File: src/rtl/uc_seq.sv
// uc_seq: sequencing control unit for the single-cycle 8-bit microcontroller.
// Decodes Opcode and the registered zero flag into datapath controls, adds a
// one-cycle BOOT state, a sticky HALT state and a debug single-step mode, and
// counts retired instructions.
//
// Ports:
//   clk, reset   clock, synchronous active-high reset
//   Opcode[5:0]  instruction bits [15:10]
//   zero         registered zero flag
//   dbg, step    single-step mode select, step request (level)
//   s_inc        1 = PC+1, 0 = jump target
//   s_inm        immediate operand select
//   we, wez      register-file / zero-flag write enables
//   ALUOp[2:0]   ALU operation select
//   pc_en        PC register load enable
//   halted       core stopped
//   instret      retired-instruction count (wraps)
//   illegal      sticky illegal-opcode flag (UC_ILLEGAL_TRAP_EN builds only)
//
// Build option: define UC_ILLEGAL_TRAP_EN to turn opcodes 0001xx..0011xx into
// HALT plus the sticky illegal flag; otherwise they are NOPs.
module uc_seq #(
  parameter int unsigned CNT_W    = 16,
  parameter logic [2:0]  ALUOP_LI = 3'b000
) (
  input  logic             clk,
  input  logic             reset,
  input  logic [5:0]       Opcode,
  input  logic             zero,
  input  logic             dbg,
  input  logic             step,
  output logic             s_inc,
  output logic             s_inm,
  output logic             we,
  output logic             wez,
  output logic [2:0]       ALUOp,
  output logic             pc_en,
  output logic             halted,
  output logic [CNT_W-1:0] instret
`ifdef UC_ILLEGAL_TRAP_EN
  ,
  output logic             illegal
`endif
);

  typedef enum logic [1:0] {
    BOOT = 2'd0,
    RUN  = 2'd1,
    HALT = 2'd2
  } state_t;

  state_t state;
  logic   step_d;
  logic   exec;
  logic   stop_op;
  logic   illegal_op;
  logic   retire;

  // In single-step mode only the rising edge of step executes, so holding
  // step high or dropping dbg while step is high cannot execute twice.
  assign exec   = (state == RUN) && (!dbg || (step && !step_d));
  assign halted = (state == HALT);

  always_comb begin
    s_inc      = 1'b1;
    s_inm      = 1'b0;
    we         = 1'b0;
    wez        = 1'b0;
    ALUOp      = '0;
    pc_en      = 1'b0;
    stop_op    = 1'b0;
    illegal_op = 1'b0;
    if (exec) begin
      casez (Opcode)
        6'b1?????: begin
          ALUOp = Opcode[4:2];
          we    = 1'b1;
          wez   = 1'b1;
          pc_en = 1'b1;
        end
        6'b01????: begin
          ALUOp = ALUOP_LI;
          s_inm = 1'b1;
          we    = 1'b1;
          pc_en = 1'b1;
        end
        6'b000000: begin
          s_inc = 1'b0;
          pc_en = 1'b1;
        end
        6'b000001: begin
          s_inc = ~zero;
          pc_en = 1'b1;
        end
        6'b000010: begin
          s_inc = zero;
          pc_en = 1'b1;
        end
        6'b000011: stop_op = 1'b1;
        default: begin
`ifdef UC_ILLEGAL_TRAP_EN
          stop_op    = 1'b1;
          illegal_op = 1'b1;
`else
          pc_en      = 1'b1;
`endif
        end
      endcase
    end
  end

  // HALT (and a trapped illegal opcode) retires even though the PC holds.
  assign retire = exec && (pc_en || stop_op);

  always_ff @(posedge clk) begin
    if (reset) begin
      state   <= BOOT;
      step_d  <= 1'b0;
      instret <= '0;
    end else begin
      step_d <= step;
      case (state)
        BOOT:    state <= RUN;
        RUN:     if (stop_op) state <= HALT;
        HALT:    state <= HALT;
        default: state <= BOOT;
      endcase
      if (retire) instret <= instret + CNT_W'(1);
    end
  end

`ifdef UC_ILLEGAL_TRAP_EN
  always_ff @(posedge clk) begin
    if (reset)           illegal <= 1'b0;
    else if (illegal_op) illegal <= 1'b1;
  end
`endif

endmodule

File: config.mk
export PLATFORM = sky130hd
export DESIGN_NAME = uc_seq
export DESIGN_NICKNAME = d
export VERILOG_FILES = /design/src/rtl/uc_seq.sv
export SDC_FILE = /design/constraint.sdc
export NUM_CORES = 1
export LEC_CHECK = 0
export ABC_AREA = 1
export BUFFER_PORTS_ARGS = -buffer_cell sky130_fd_sc_hd__buf_2
export CAP_MARGIN = 15
export CORE_ASPECT_RATIO = 0.7
export CORE_UTILIZATION = 49
export DETAILED_ROUTE_END_ITERATION = 16
export GPL_TIMING_DRIVEN = 0
export HOLD_SLACK_MARGIN = 0.06
export MAX_ROUTING_LAYER = met4
export PLACE_DENSITY = 0.79
export SYNTH_ARGS = -nofsm -noshare
export SYNTH_HDL_FRONTEND = slang
export SYNTH_SLANG_ARGS = --single-unit
File: constraint.sdc
create_clock -name clk -period 1.48 [get_ports clk]
set_input_delay 0.296 -clock clk [delete_from_list [all_inputs] [get_ports clk]]
set_output_delay 0.296 -clock clk [all_outputs]
set_load 0.02 [all_outputs]
Word-level counts from Yosys, hierarchy flattened
Index checks and enable logic that the tools add are counted.
{"block": "op_classes", "add_sub_neg": 1, "multipliers": 0, "div_mod_pow": 0, "magnitude_cmp": 0, "n_eq_ne": 7, "shift": 0, "n_mux": 16, "bitwise_logic": 1, "n_reduce_logical": 10}
{"op": "$add 16x1->16 const B", "n": 1}
{"op": "$eq 6x2->1 const B", "n": 2}
{"op": "$mux 1", "n": 11}
{"op": "$eq 6x1->1 const B", "n": 1}
{"op": "$logic_not 6->1", "n": 1}
{"op": "$mux 3", "n": 2}
{"op": "$pmux 2 s3", "n": 1}
{"op": "$eq 2x1->1 const B", "n": 2}
{"op": "$logic_and 1x1->1", "n": 3}
{"op": "$pmux 1 s3", "n": 1}
{"op": "$eq 2x2->1 const B", "n": 1}
{"op": "$logic_not 1->1", "n": 2}
{"op": "$logic_not 2->1", "n": 1}
{"op": "$logic_or 1x1->1", "n": 2}
{"op": "$mux 2", "n": 1}
{"op": "$ne 2x2->1 const B", "n": 1}
{"op": "$reduce_or 2->1", "n": 1}
{"op": "$not 1->1", "n": 1}
{"block": "word_totals", "register_bits": 19, "latch_bits": 0, "mem_bits_rw": 0, "mem_bits_ro": 0, "inputBits": 11, "out_inout_bits": 25, "word_cells": 38, "mem_count": 0}

Longest topological paths before layout
Gate-level depths: netlist of the first run.
{"block": "logic_depth", "depth_word": 7, "mapped_depth": 9, "depth_no_buf": 9}

Least setup slack after synthesis of the first run
Ideal clock, no wire load.
{"block": "synth_timing", "kind": "register to output", "start": "register state[1]", "end": "output ALUOp[2]", "arrival_ps": 1397, "required_ps": 1184, "slack_ps": -213, "stages_incl_launch_ff": 6, "n_path_buf": 1, "cell_sequence": "dfxtp_1 -> inv_1 -> ha_1 -> nand2_4 -> buf_4 -> nor3_1"}
{"block": "synth_via", "elab_chain_cells": 3}
{"item": "start: declaration", "line_no": "52", "source": "state_t state;"}
{"item": "start signal: assignment", "line_no": "117", "source": "state <= BOOT;"}
{"item": "start signal: assignment", "line_no": "123", "source": "BOOT: state <= RUN;"}
{"item": "start signal: assignment", "line_no": "124", "source": "RUN: if (stop_op) state <= HALT;"}
{"item": "$eq 2x1->1", "line_no": "61", "source": "assign exec = (state == RUN) && (!dbg || (step && !step_d));"}
{"item": "$logic_and 1x1->1", "line_no": "61"}
{"item": "$mux 3", "line_no": "73", "source": "if (exec) begin"}
{"item": "end: declaration", "line_no": "36", "source": "output logic [2:0] ALUOp,"}
No other way between the ends.

Worst setup path in the final report of the first run
{"block": "layout_timing", "start": "register state[1]", "end": "output s_inc"}
{"block": "layout_via", "elab_chain_cells": 3}
{"item": "$eq 2x1->1", "line_no": "61"}
{"item": "$logic_and 1x1->1", "line_no": "61"}
{"item": "$mux 1", "line_no": "73"}
{"item": "end: declaration", "line_no": "32", "source": "output logic s_inc,"}
No other way between the ends.

==> results.py, run 1 <==
metrics = {
    "placed_design": {
        "dp_cells": 233,
        "dp_hpwl_um": 2022,
        "place.gp.congestion": 0.7835,
        "place_area_mm2": 0.001344,
        "io_buffers": 35,
    },
    "sta": {
        "setup_slack_ps": -183.1,
        "final_max_slew_viol_count": 0,
        "maxSlewHeadroom_pct": 69.35,
        "tightestPinTransition_ps": 459.8,
        "hold_viol_final": 0,
        "period_needed_ps": 1663,
        "rsz0062_at_grt": "true",
        "max_freq_mhz": 601.3,
        "whs_ps": 191.5,
        "finClkSkew_ps": 8.467,
        "post-route-period-util_pct": 112.4,
        "finalSetupViolations": 8,
    },
    "critical_path": {
        "ff2ff_setup_slack_ps": 80,
        "critPathKind": "flop to primary output",
        "cp_slowest_stage_delay_ps": 340,
        "worstSetupStartpointType": "flop",
        "crit_buf_inv": 2,
        "critPathTopFamily": "flip-flops",
        "required_ps": 1180,
        "path_cells": "inv_2, ha_4, a21boi_4, o2111ai_2, buf_4",
        "slowest_stage": "dfxtp_2",
        "cp_max_fo": 4,
        "cp.arrival_ps": 1370,
        "endpoint_kind": "primary output",
    },
    "power_and_ir_drop": {
        "power.total_mw": 1.698,
        "p_leak_nw": 0.7198,
        "ir_worst_vdd_mv": 0.9023,
        "powerDensity_mw_per_mm2": 1071,
    },
    "final_layout": {
        "seq_area_um2": 382.9,
        "nets": 232,
        "insertedDiodeCount": 0,
        "stdcell_count": 246,
        "syn_to_final_growth_pct": 43.00,
        "layout-drive-gt1-share_pct": 34.26,
        "nFillCells": 144,
        "final_util_pct": 79.89,
        "fin_area_mm2": 0.001585,
        "multi_input_area_um2": 762.0,
    },
    "job": {
        "drv_cap": 0,
    },
    "logic_synthesis": {
        "syn-instance-count": 168,
        "synth_seq_area_share_pct": 34.31,
        "ys_ff_latch": 19,
        "syn_nets": 183,
        "yosys_warnings": 0,
        "yosysUniqueCellTypes": 23,
        "syn_area_mm2": 0.001109,
        "synth_area_per_cell_um2": 6.599,
    },
    "grt": {
        "grt_pass1_vias": 1026,
        "grt_pass1_wl_um": 4567,
        "grt-ovfl-total": 0,
        "antenna_found_initial": 0,
        "grt_max_degree": 11,
        "grtUsageTotal_pct": 25.45,
    },
    "outcome": {
        "outcome": "complete, but fails checks",
        "violations": "setup timing",
    },
    "drt": {
        "ant_nets": 0,
        "drt_wl_total_um": 3209,
        "drt_drc_violations_left": 0,
        "first_pass_iters": 4,
        "avgRoutedWirePerCell_um": 13.04,
        "via_count": 1277,
        "vias_per_cell": 5.191,
        "drt-initial-drc-count": 129,
    },
    "clock_tree": {
        "cts_tree": "done",
        "clkLatencyLatePin_ps": 310,
        "clk_pin_slew_ps": 110,
        "htreeDepth": 1,
        "cts_sinks": 19,
        "max-clock-path-buffers": 2,
        "cts-buffers-inserted": 3,
        "cts_root_buffer": "clkbuf_4",
    },
    "floorplan": {
        "die_w_um": 58.85,
        "start_util_pct": 55.86,
        "dieArea_mm2": 0.002460,
        "boundaryPins": 36,
        "fp.coreArea_mm2": 0.001984,
        "die_y_um": 41.80,
        "rows": 13,
    },
    "worst_hold_path": {
        "min_path_type": "input pin to flop",
    },
}
[what timing repair did]
action / CTS / global route
hold endpoints to repair: 0 / 0
setup endpoints to repair: 9 / 9
pin swaps: 2 / 1
gates resized for setup: 19 / 15
hold buffers: 0 / 0
gates cloned: 0 / 1
setup buffers: 6 / 3
[layout by cell type (no fill, tap or decap), drive strengths merged]
master / netlist / final
dfxtp: 19 / 19
a21boi: 1 / 1
ha: 4 / 4
xor2: 1 / 1
and2: 2 / 2
inv: 19 / 19
and3: 1 / 1
a21oi: 10 / 10
o21ai: 2 / 2
clkbuf: 0 / 4
a31oi: 1 / 1
nand3: 11 / 11
o21bai: 1 / 1
nand2: 46 / 47
buf: 2 / 45
nor2: 42 / 42
nor3: 2 / 2
nand4: 3 / 3
o2111ai: 1 / 1
[final cells by class]
class / count / share of cell area (%)
multi-input cells: 129 / 48.07
flip-flops and latches: 19 / 24.15
repair buffers: 44 / 19.02
inverters: 19 / 4.499
well taps: 30 / 2.368
clock buffers: 4 / 1.657
plain buffers: 1 / 0.2368
[kinds of logic (layout without fill, tap and decap cells)]
kind of cell / after synthesis / in the layout / synth area share, %
compound gates: 16 / 16 / 8.466
flops: 19 / 19 / 34.31
xor+xnor: 1 / 1 / 0.7902
simple gates: 107 / 108 / 44.47
fa+ha+maj: 4 / 4 / 4.515
buf+inv: 21 / 68 / 7.449
[path summary, 6_finish.rpt]
kind,from,endpoint,cells after the start
max,state[1]$_SDFFE_PP0P_,s_inc,5
min,reset,instret[4]$_SDFFE_PP0P_,2
max reg2reg,state[1]$_SDFFE_PP0P_,instret[10]$_SDFFE_PP0P_,10
min reg2reg,instret[15]$_SDFFE_PP0P_,instret[15]$_SDFFE_PP0P_,2
[synth_stat cells]
cell type  count  area (um2)
nand2_2        5       31.28
and2_1         2       12.51
nand2_1       40       150.1
dfxtp_1       19       380.4
nand3_1       11       55.05
xor2_1         1       8.760
nor2_2         1       6.260
inv_1         19       71.32
a21boi_2       1       11.26
a21oi_1       10       50.05
nand4_1        3       18.77
buf_1          1       3.750
a31oi_1        1       6.260
nor2_1        36       135.1
nor2_4         5       56.30
o2111ai_1      1       8.760
ha_1           4       50.05
o21bai_1       1       7.510
nor3_1         2       10.01
buf_4          1       7.510
nand2_4        1       11.26
o21ai_0        2       10.01
and3_1         1       6.260
[flip-flops by register name, summed over array words and instances, names as in the netlist]
| signal | count |
|---|---|
| instret | 16 |
| state | 2 |
| step_d | 1 |
[layer usage]
| metal | global-route usage [%] | routed length (um) | vias up |
|---|---|---|---|
| li1 | - | - | 625 |
| met1 | 32.76 | 1369 | 585 |
| met2 | 40.68 | 1520 | 61 |
| met3 | 5.607 | 258 | 6 |
| met4 | 5.714 | 61 | 0 |
| met5 | - | 0 | - |
[power by group]
group,internal (mW),switching (mW),total [mW]
Sequential,0.558,0.0362,0.595
Combinational,0.383,0.449,0.832
Clock,0.105,0.167,0.272
Total,1.05,0.652,1.70
[metrics by stage]
| step | setup WS [ps] | setup TNS [ps] |
|---|---|---|
| after floorplan | -45.97 | -299.9 |
| after global placement | -162.6 | -684.2 |
| after detailed placement | -222.1 | -1072 |
| after CTS | -166.6 | -338.7 |
| after global routing | -245.0 | -1549 |
| final | -183.1 | -1119 |
(Power assumes the default switching activity.)
==> run 2, diff against run 1 <==
--- a/config.mk
+++ b/config.mk
@@ -10,6 +10,7 @@
 export CAP_MARGIN = 15
 export CORE_ASPECT_RATIO = 0.7
 export CORE_UTILIZATION = 49
+export CTS_BUF_LIST = sky130_fd_sc_hd__clkbuf_16
 export DETAILED_ROUTE_END_ITERATION = 16
 export GPL_TIMING_DRIVEN = 0
 export HOLD_SLACK_MARGIN = 0.06
==> run 2 against run 1 <==
Compared with the run above:
- largest cell class unchanged
- critical endpoint is now pc_en
- clock power increased by 100%
- critical path depth increased by 1
- clock-buffer cell count decreased by 1
- fmax increased by 3.0%
- the run still ends with setup timing left
==> results.py, run 2 (synthesis gave the netlist of run 1 again) <==
metrics = {
    "outcome": {
        "outcome": "complete, but fails checks",
        "violations": "setup timing",
    },
    "critical_path": {
        "reg2reg_depth": 10,
        "reg2reg_to": "instret[10]$_SDFFE_PP0P_",
        "r2r_start": "state[1]$_SDFFE_PP0P_",
        "cp.arrival_ps": 1320,
        "critPathKind": "flop to primary output",
        "ff2ff_setup_slack_ps": 30,
        "required_ps": 1180,
        "worstSetupStartpointType": "flop",
        "endpoint_kind": "primary output",
        "cp_max_fo": 5,
    },
    "drt": {
        "drt-initial-drc-count": 89,
        "dr_wl_met2_um": 1518,
        "via_count": 1285,
        "highest_layer": "met4",
        "avgRoutedWirePerCell_um": 13.11,
        "vias_per_cell": 5.202,
        "wl_met1_um": 1427,
        "first_pass_iters": 4,
        "drt_drc_violations_left": 0,
        "wl_met3_um": 232,
        "ant_nets": 0,
        "drt_wl_total_um": 3238,
    },
    "final_layout": {
        "stdcell_count": 247,
        "largest_reg_flops": 16,
        "reg_top3": "instret (16), state (2), step_d (1)",
        "final_util_pct": 81.90,
        "insertedDiodeCount": 0,
        "syn_to_final_growth_pct": 46.61,
        "layout-drive-gt1-share_pct": 35.02,
        "nFillCells": 136,
        "fin_area_mm2": 0.001625,
        "top_register": "instret",
        "layout.cells.most_common_list": "38 x nand2_1, 34 x nor2_1, 27 x buf_2",
        "layout_commonest_cell": "nand2_1",
        "nets": 233,
    },
    "grt": {
        "grtUsageTotal_pct": 24.85,
        "grt_max_degree": 11,
        "grt_pass1_vias": 1004,
        "antenna_found_initial": 0,
        "grt-ovfl-total": 0,
        "grt_pass1_wl_um": 4491,
    },
    "floorplan": {
        "dieArea_mm2": 0.002460,
        "die_y_um": 41.80,
        "start_util_pct": 55.86,
        "rows": 13,
        "die_w_um": 58.85,
        "boundaryPins": 36,
        "fp.coreArea_mm2": 0.001984,
    },
    "sta": {
        "finalSetupViolations": 8,
        "post-route-period-util_pct": 109.1,
        "rsz0062_at_grt": "true",
        "period_needed_ps": 1615,
        "maxSlewHeadroom_pct": 68.98,
        "finClkSkew_ps": 1.567,
        "hold_viol_final": 0,
        "max_freq_mhz": 619.0,
        "final_max_slew_viol_count": 0,
        "setup_slack_ps": -135.4,
        "tightestPinTransition_ps": 465.3,
        "whs_ps": 247.6,
    },
    "clock_tree": {
        "cts_sinks": 19,
        "hold_buffers": 0,
        "max-clock-path-buffers": 2,
        "clk_pin_slew_ps": 50,
        "cts-buffers-inserted": 3,
        "htreeDepth": 1,
        "cts_root_buffer": "clkbuf_16",
        "clkLatencyLatePin_ps": 250,
        "cts_tree": "done",
    },
    "power_and_ir_drop": {
        "ir_worst_vdd_mv": 0.8262,
        "p_leak_nw": 0.7489,
        "powerDensity_mw_per_mm2": 1216,
    },
    "placed_design": {
        "dp_cells": 233,
        "place.gp.congestion": 0.7835,
        "place_area_mm2": 0.001344,
        "dp_hpwl_um": 2022,
        "io_buffers": 35,
    },
    "job": {
        "drv_cap": 0,
    },
    "worst_hold_path": {
        "hold-path-endpoint": "instret[4]$_SDFFE_PP0P_",
        "hp-start": "reset",
        "min_path_type": "input pin to flop",
        "hold_path_depth": 2,
    },
}
[run 2: cell types whose count changed in the layout (fill, tap and decap cells not counted)]
| cell | delta |
|---|---|
| dfxtp_1 | -1 |
| buf_8 | -1 |
| clkbuf_16 | +3 |
| nor2_4 | -1 |
| dfxtp_2 | +1 |
| nand2_8 | -1 |
| buf_4 | +2 |
| nand2_4 | +1 |
| clkbuf_4 | -3 |
| ha_1 | -1 |
| inv_1 | +1 |
| ha_2 | +1 |
| clkbuf_1 | -1 |
| nor2_1 | +1 |
[run 2: layout make-up]
class                           instances  area, um2  area share (%)
Tap cell                               30      37.54           2.309
Inverter                               19      71.32           4.388
Multi-Input combinational cell        129      748.2           46.04
Sequential cell                        19      384.1           23.63
Clock buffer                            3      75.07           4.619
Clock inverter                          1      3.754          0.2309
Timing Repair Buffer                   45      301.5           18.55
Buffer                                  1      3.754          0.2309
[run 2: how the worst max path moves through the flow]
stage / to / start / slack [ps] / cells past startpoint
after floorplan: ALUOp[0] / state[1]$_SDFFE_PP0P_ / -50 / 5
after global placement: s_inc / state[1]$_SDFFE_PP0P_ / -160 / 5
after detailed placement: s_inc / state[1]$_SDFFE_PP0P_ / -220 / 5
after CTS: s_inc / state[1]$_SDFFE_PP0P_ / -100 / 5
after global routing: pc_en / state[1]$_SDFFE_PP0P_ / -200 / 6
final: pc_en / state[1]$_SDFFE_PP0P_ / -140 / 6
[run 2: timing repair]
item / CTS / global route
cloned: 0 / 1
buffers inserted: 5 / 5
endpoints found under the hold margin: 0 / 0
resized for setup: 11 / 20
pin swaps: 2 / 2
setup endpoints to repair: 9 / 9
[run 2: power breakdown]
part	internal (mW)	switching [mW]	total, mW
Clock	0.359	0.187	0.547
Combinational	0.386	0.444	0.830
Sequential	0.561	0.0383	0.600
[run 2: stage by stage]
step	worst slack [ps]	total power [mW]	TNS (ps)
final	-135.4	1.977	-693.0
after global placement	-162.6	1.055	-684.2
after detailed placement	-222.1	1.078	-1072
after floorplan	-45.97	0.9531	-299.9
after global routing	-198.2	2.086	-1141
after CTS	-98.23	1.742	-98.23
[run 2: layer usage]
metal  up-vias  GRT usage [%]
met4         0          5.714
li1        633              -
met2        52          37.27
met3        11          5.607
met1       589          33.91
met5         -              -
[run 2: critical path, stage by stage, from the launching register on]
cell	delay (ps)
dfxtp_2	320
inv_2	70
ha_4	170
buf_12	120
nand2_8	70
a31oi_2	150
buf_4	170
==> run 3, diff against run 2 <==
--- a/config.mk
+++ b/config.mk
@@ -5,11 +5,10 @@
 export SDC_FILE = /design/constraint.sdc
 export NUM_CORES = 1
 export LEC_CHECK = 0
-export ABC_AREA = 1
 export BUFFER_PORTS_ARGS = -buffer_cell sky130_fd_sc_hd__buf_2
 export CAP_MARGIN = 15
 export CORE_ASPECT_RATIO = 0.7
-export CORE_UTILIZATION = 49
+export CORE_UTILIZATION = 48
 export CTS_BUF_LIST = sky130_fd_sc_hd__clkbuf_16
 export DETAILED_ROUTE_END_ITERATION = 16
 export GPL_TIMING_DRIVEN = 0
==> run 3 against run 2 <==
Compared with the run above:
- the flow still finishes with violations (setup timing)
- global-route usage grew 1.2 points
- sequential share of layout area up 1.5 points
- combinational power shrank 4.5%
- synthesized cell count down 30%
- flip-flop and latch count is the same
- setup slack lost 110 ps
- sequential power rose by 4.5%
- via count is 12% lower
- first-iteration DRC count rose by 6.7%
- register-to-register slack worse by 240 ps
- critical endpoint is now ALUOp[1]
==> results.py, run 3 <==
metrics = {
    "logic_synthesis": {
        "yosys_warnings": 0,
        "synth_top_family_by_area": "simple AND/OR/NAND/NOR gates",
        "synth_area_per_cell_um2": 8.525,
        "synth_mux_area_share_pct": 5.100,
        "synth.largest_area_cell": "dfxtp_1",
        "syn_area_mm2": 0.001006,
        "ys_ff_latch": 19,
        "synthSimpleGateAreaFrac_pct": 26.99,
        "synth.most_common_cell": "dfxtp_1",
        "async_flop_share_pct": 0,
        "yosysUniqueCellTypes": 30,
        "ys.flop_type": "dfxtp_1",
        "synth_seq_area_share_pct": 37.81,
        "synth_xor_area_share_pct": 6.965,
        "synth_compound_area_share_pct": 14.68,
        "synthTopCellsByCount": "19 x dfxtp_1, 15 x nor2_1, 8 x xnor2_1",
        "synth-adder-area-share_pct": 4.975,
        "syn-instance-count": 118,
        "synth_edf_count": 0,
        "yosys-top-cells-area": "dfxtp_1 38%, xnor2_1 7.0%, nor2_1 5.6%, ha_1 5.0%, mux2i_1 4.0%",
        "synth_top_area_share_pct": 37.81,
        "syn_nets": 133,
    },
    "final_layout": {
        "layout.cells.most_common_list": "27 x buf_2, 19 x buf_4, 14 x nor2_1",
        "layout_commonest_cell": "buf_2",
        "layout-drive-gt1-share_pct": 51.16,
        "top_register": "instret",
        "fin_area_mm2": 0.001597,
        "reg_top3": "instret (16), state (2), step_d (1)",
        "seq_area_um2": 401.6,
        "syn_to_final_growth_pct": 58.71,
        "nFillCells": 107,
        "insertedDiodeCount": 0,
        "stdcell_count": 194,
        "multi_input_area_um2": 721.9,
        "nets": 188,
        "final_util_pct": 83.18,
        "largest_reg_flops": 16,
    },
    "drt": {
        "drt_wl_total_um": 3394,
        "drt_drc_violations_left": 0,
        "drt-initial-drc-count": 95,
        "avgRoutedWirePerCell_um": 17.49,
        "ant_nets": 0,
        "first_pass_iters": 4,
        "vias_per_cell": 5.809,
        "via_count": 1127,
    },
    "placed_design": {
        "dp_cells": 174,
        "io_buffers": 34,
        "place.gp.congestion": 0.7951,
        "dp_hpwl_um": 1660,
        "place_area_mm2": 0.001242,
    },
    "clock_tree": {
        "cts_sinks": 19,
        "max-clock-path-buffers": 2,
        "clkLatencyLatePin_ps": 250,
        "cts_root_buffer": "clkbuf_16",
        "htreeDepth": 1,
        "cts-buffers-inserted": 3,
        "cts_tree": "done",
        "clk_pin_slew_ps": 50,
    },
    "sta": {
        "max_freq_mhz": 580.3,
        "finClkSkew_ps": 3.435,
        "setup_slack_ps": -243.1,
        "final_max_slew_viol_count": 0,
        "setup_tns_ps": -2823,
        "post-route-period-util_pct": 116.4,
        "finalSetupViolations": 18,
        "tightestPinTransition_ps": 613.2,
        "whs_ps": 332.9,
        "maxSlewHeadroom_pct": 58.06,
        "rsz0062_at_grt": "true",
        "period_needed_ps": 1723,
        "hold_viol_final": 0,
    },
    "critical_path": {
        "cp_slowest_stage_delay_ps": 320,
        "cp_max_fo": 6,
        "endpoint_kind": "primary output",
        "critPathKind": "flop to primary output",
        "cp.arrival_ps": 1430,
        "slowest_stage": "dfxtp_2",
        "required_ps": 1180,
        "crit_buf_inv": 2,
        "path_cells": "inv_2, ha_4, a21boi_4, and3_4, buf_6",
        "critPathTopFamily": "flip-flops",
        "worstSetupStartpointType": "flop",
    },
    "grt": {
        "grt_pass1_wl_um": 4174,
        "busiest_layer": "met2",
        "grt_pass1_vias": 932,
        "use_met2_pct": 46.43,
        "use_met3_pct": 7.419,
        "grt_use_met1_pct": 28.98,
        "grtUsageTotal_pct": 26.07,
        "antenna_found_initial": 0,
        "grt_max_degree": 12,
        "grt-ovfl-total": 0,
    },
    "power_and_ir_drop": {
        "ir_worst_vdd_mv": 1.027,
        "powerDensity_mw_per_mm2": 1240,
        "p_leak_nw": 0.6742,
    },
    "job": {
        "drv_cap": 0,
    },
    "floorplan": {
        "die_w_um": 56.72,
        "die_y_um": 40.30,
        "start_util_pct": 52.41,
        "boundaryPins": 36,
        "fp.coreArea_mm2": 0.001919,
        "dieArea_mm2": 0.002286,
        "rows": 13,
    },
    "worst_hold_path": {
        "min_path_type": "input pin to flop",
    },
    "outcome": {
        "outcome": "complete, but fails checks",
        "violations": "setup timing",
    },
}
run 3: layout make-up:
type	instances	area share [%]
Clock inverter	1	0.3135
Clock buffer	3	4.702
Tap cell	22	1.724
Buffer	3	0.7837
Inverter	5	1.176
Multi-Input combinational cell	90	45.22
Timing Repair Buffer	51	20.92
Sequential cell	19	25.16
run 3: final timing paths:
kind                       startpoint                       end  slack, ps  cells past startpoint
max             state[1]$_SDFFE_PP0P_                  ALUOp[1]       -240                      5
min                              step         step_d$_SDFF_PP0_        330                      2
max reg2reg     state[1]$_SDFFE_PP0P_   instret[8]$_SDFFE_PP0P_       -210                      7
min reg2reg  instret[15]$_SDFFE_PP0P_  instret[15]$_SDFFE_PP0P_        490                      2
run 3: metal layers:
| layer | wire (um) | part of all wire, % |
|---|---|---|
| met1 | 1464 | 43 |
| met3 | 200 | 5.9 |
| met4 | 82 | 2.4 |
| met2 | 1646 | 48 |
| met5 | 0 | 0 |
run 3: cells by family after synthesis:
logic type / count (synthesis)
AND/OR/NAND/NOR: 51
flip-flops: 19
adder cells (fa/ha/maj): 4
XOR/XNOR: 8
buffers and inverters: 9
multiplexers: 5
AO/OA/AOI/OAI: 22
run 3: what timing repair did:
item | 4_1_cts | 5_1_grt
hold buffers | 0 | 0
resized for setup | 26 | 21
pin swaps | 9 | 8
setup buffers | 10 | 7
endpoints found under the setup margin | 17 | 19
run 3: power by group:
part           internal (mW)  switching (mW)  total (mW)
clock                  0.362           0.197       0.560
sequential             0.567          0.0596       0.627
combinational          0.398           0.395       0.793
total                   1.33           0.652        1.98
run 3: per-stage QoR:
| stage | power, mW | worst slack, ps |
|---|---|---|
| 2_1_floorplan | 0.9637 | -11.83 |
| 4_1_cts | 1.810 | -175.3 |
| 5_1_grt | 2.039 | -325.1 |
| 3_3_place_gp | 1.073 | -109.2 |
| 3_5_place_dp | 1.090 | -150.1 |
| 6_report | 1.980 | -243.1 |
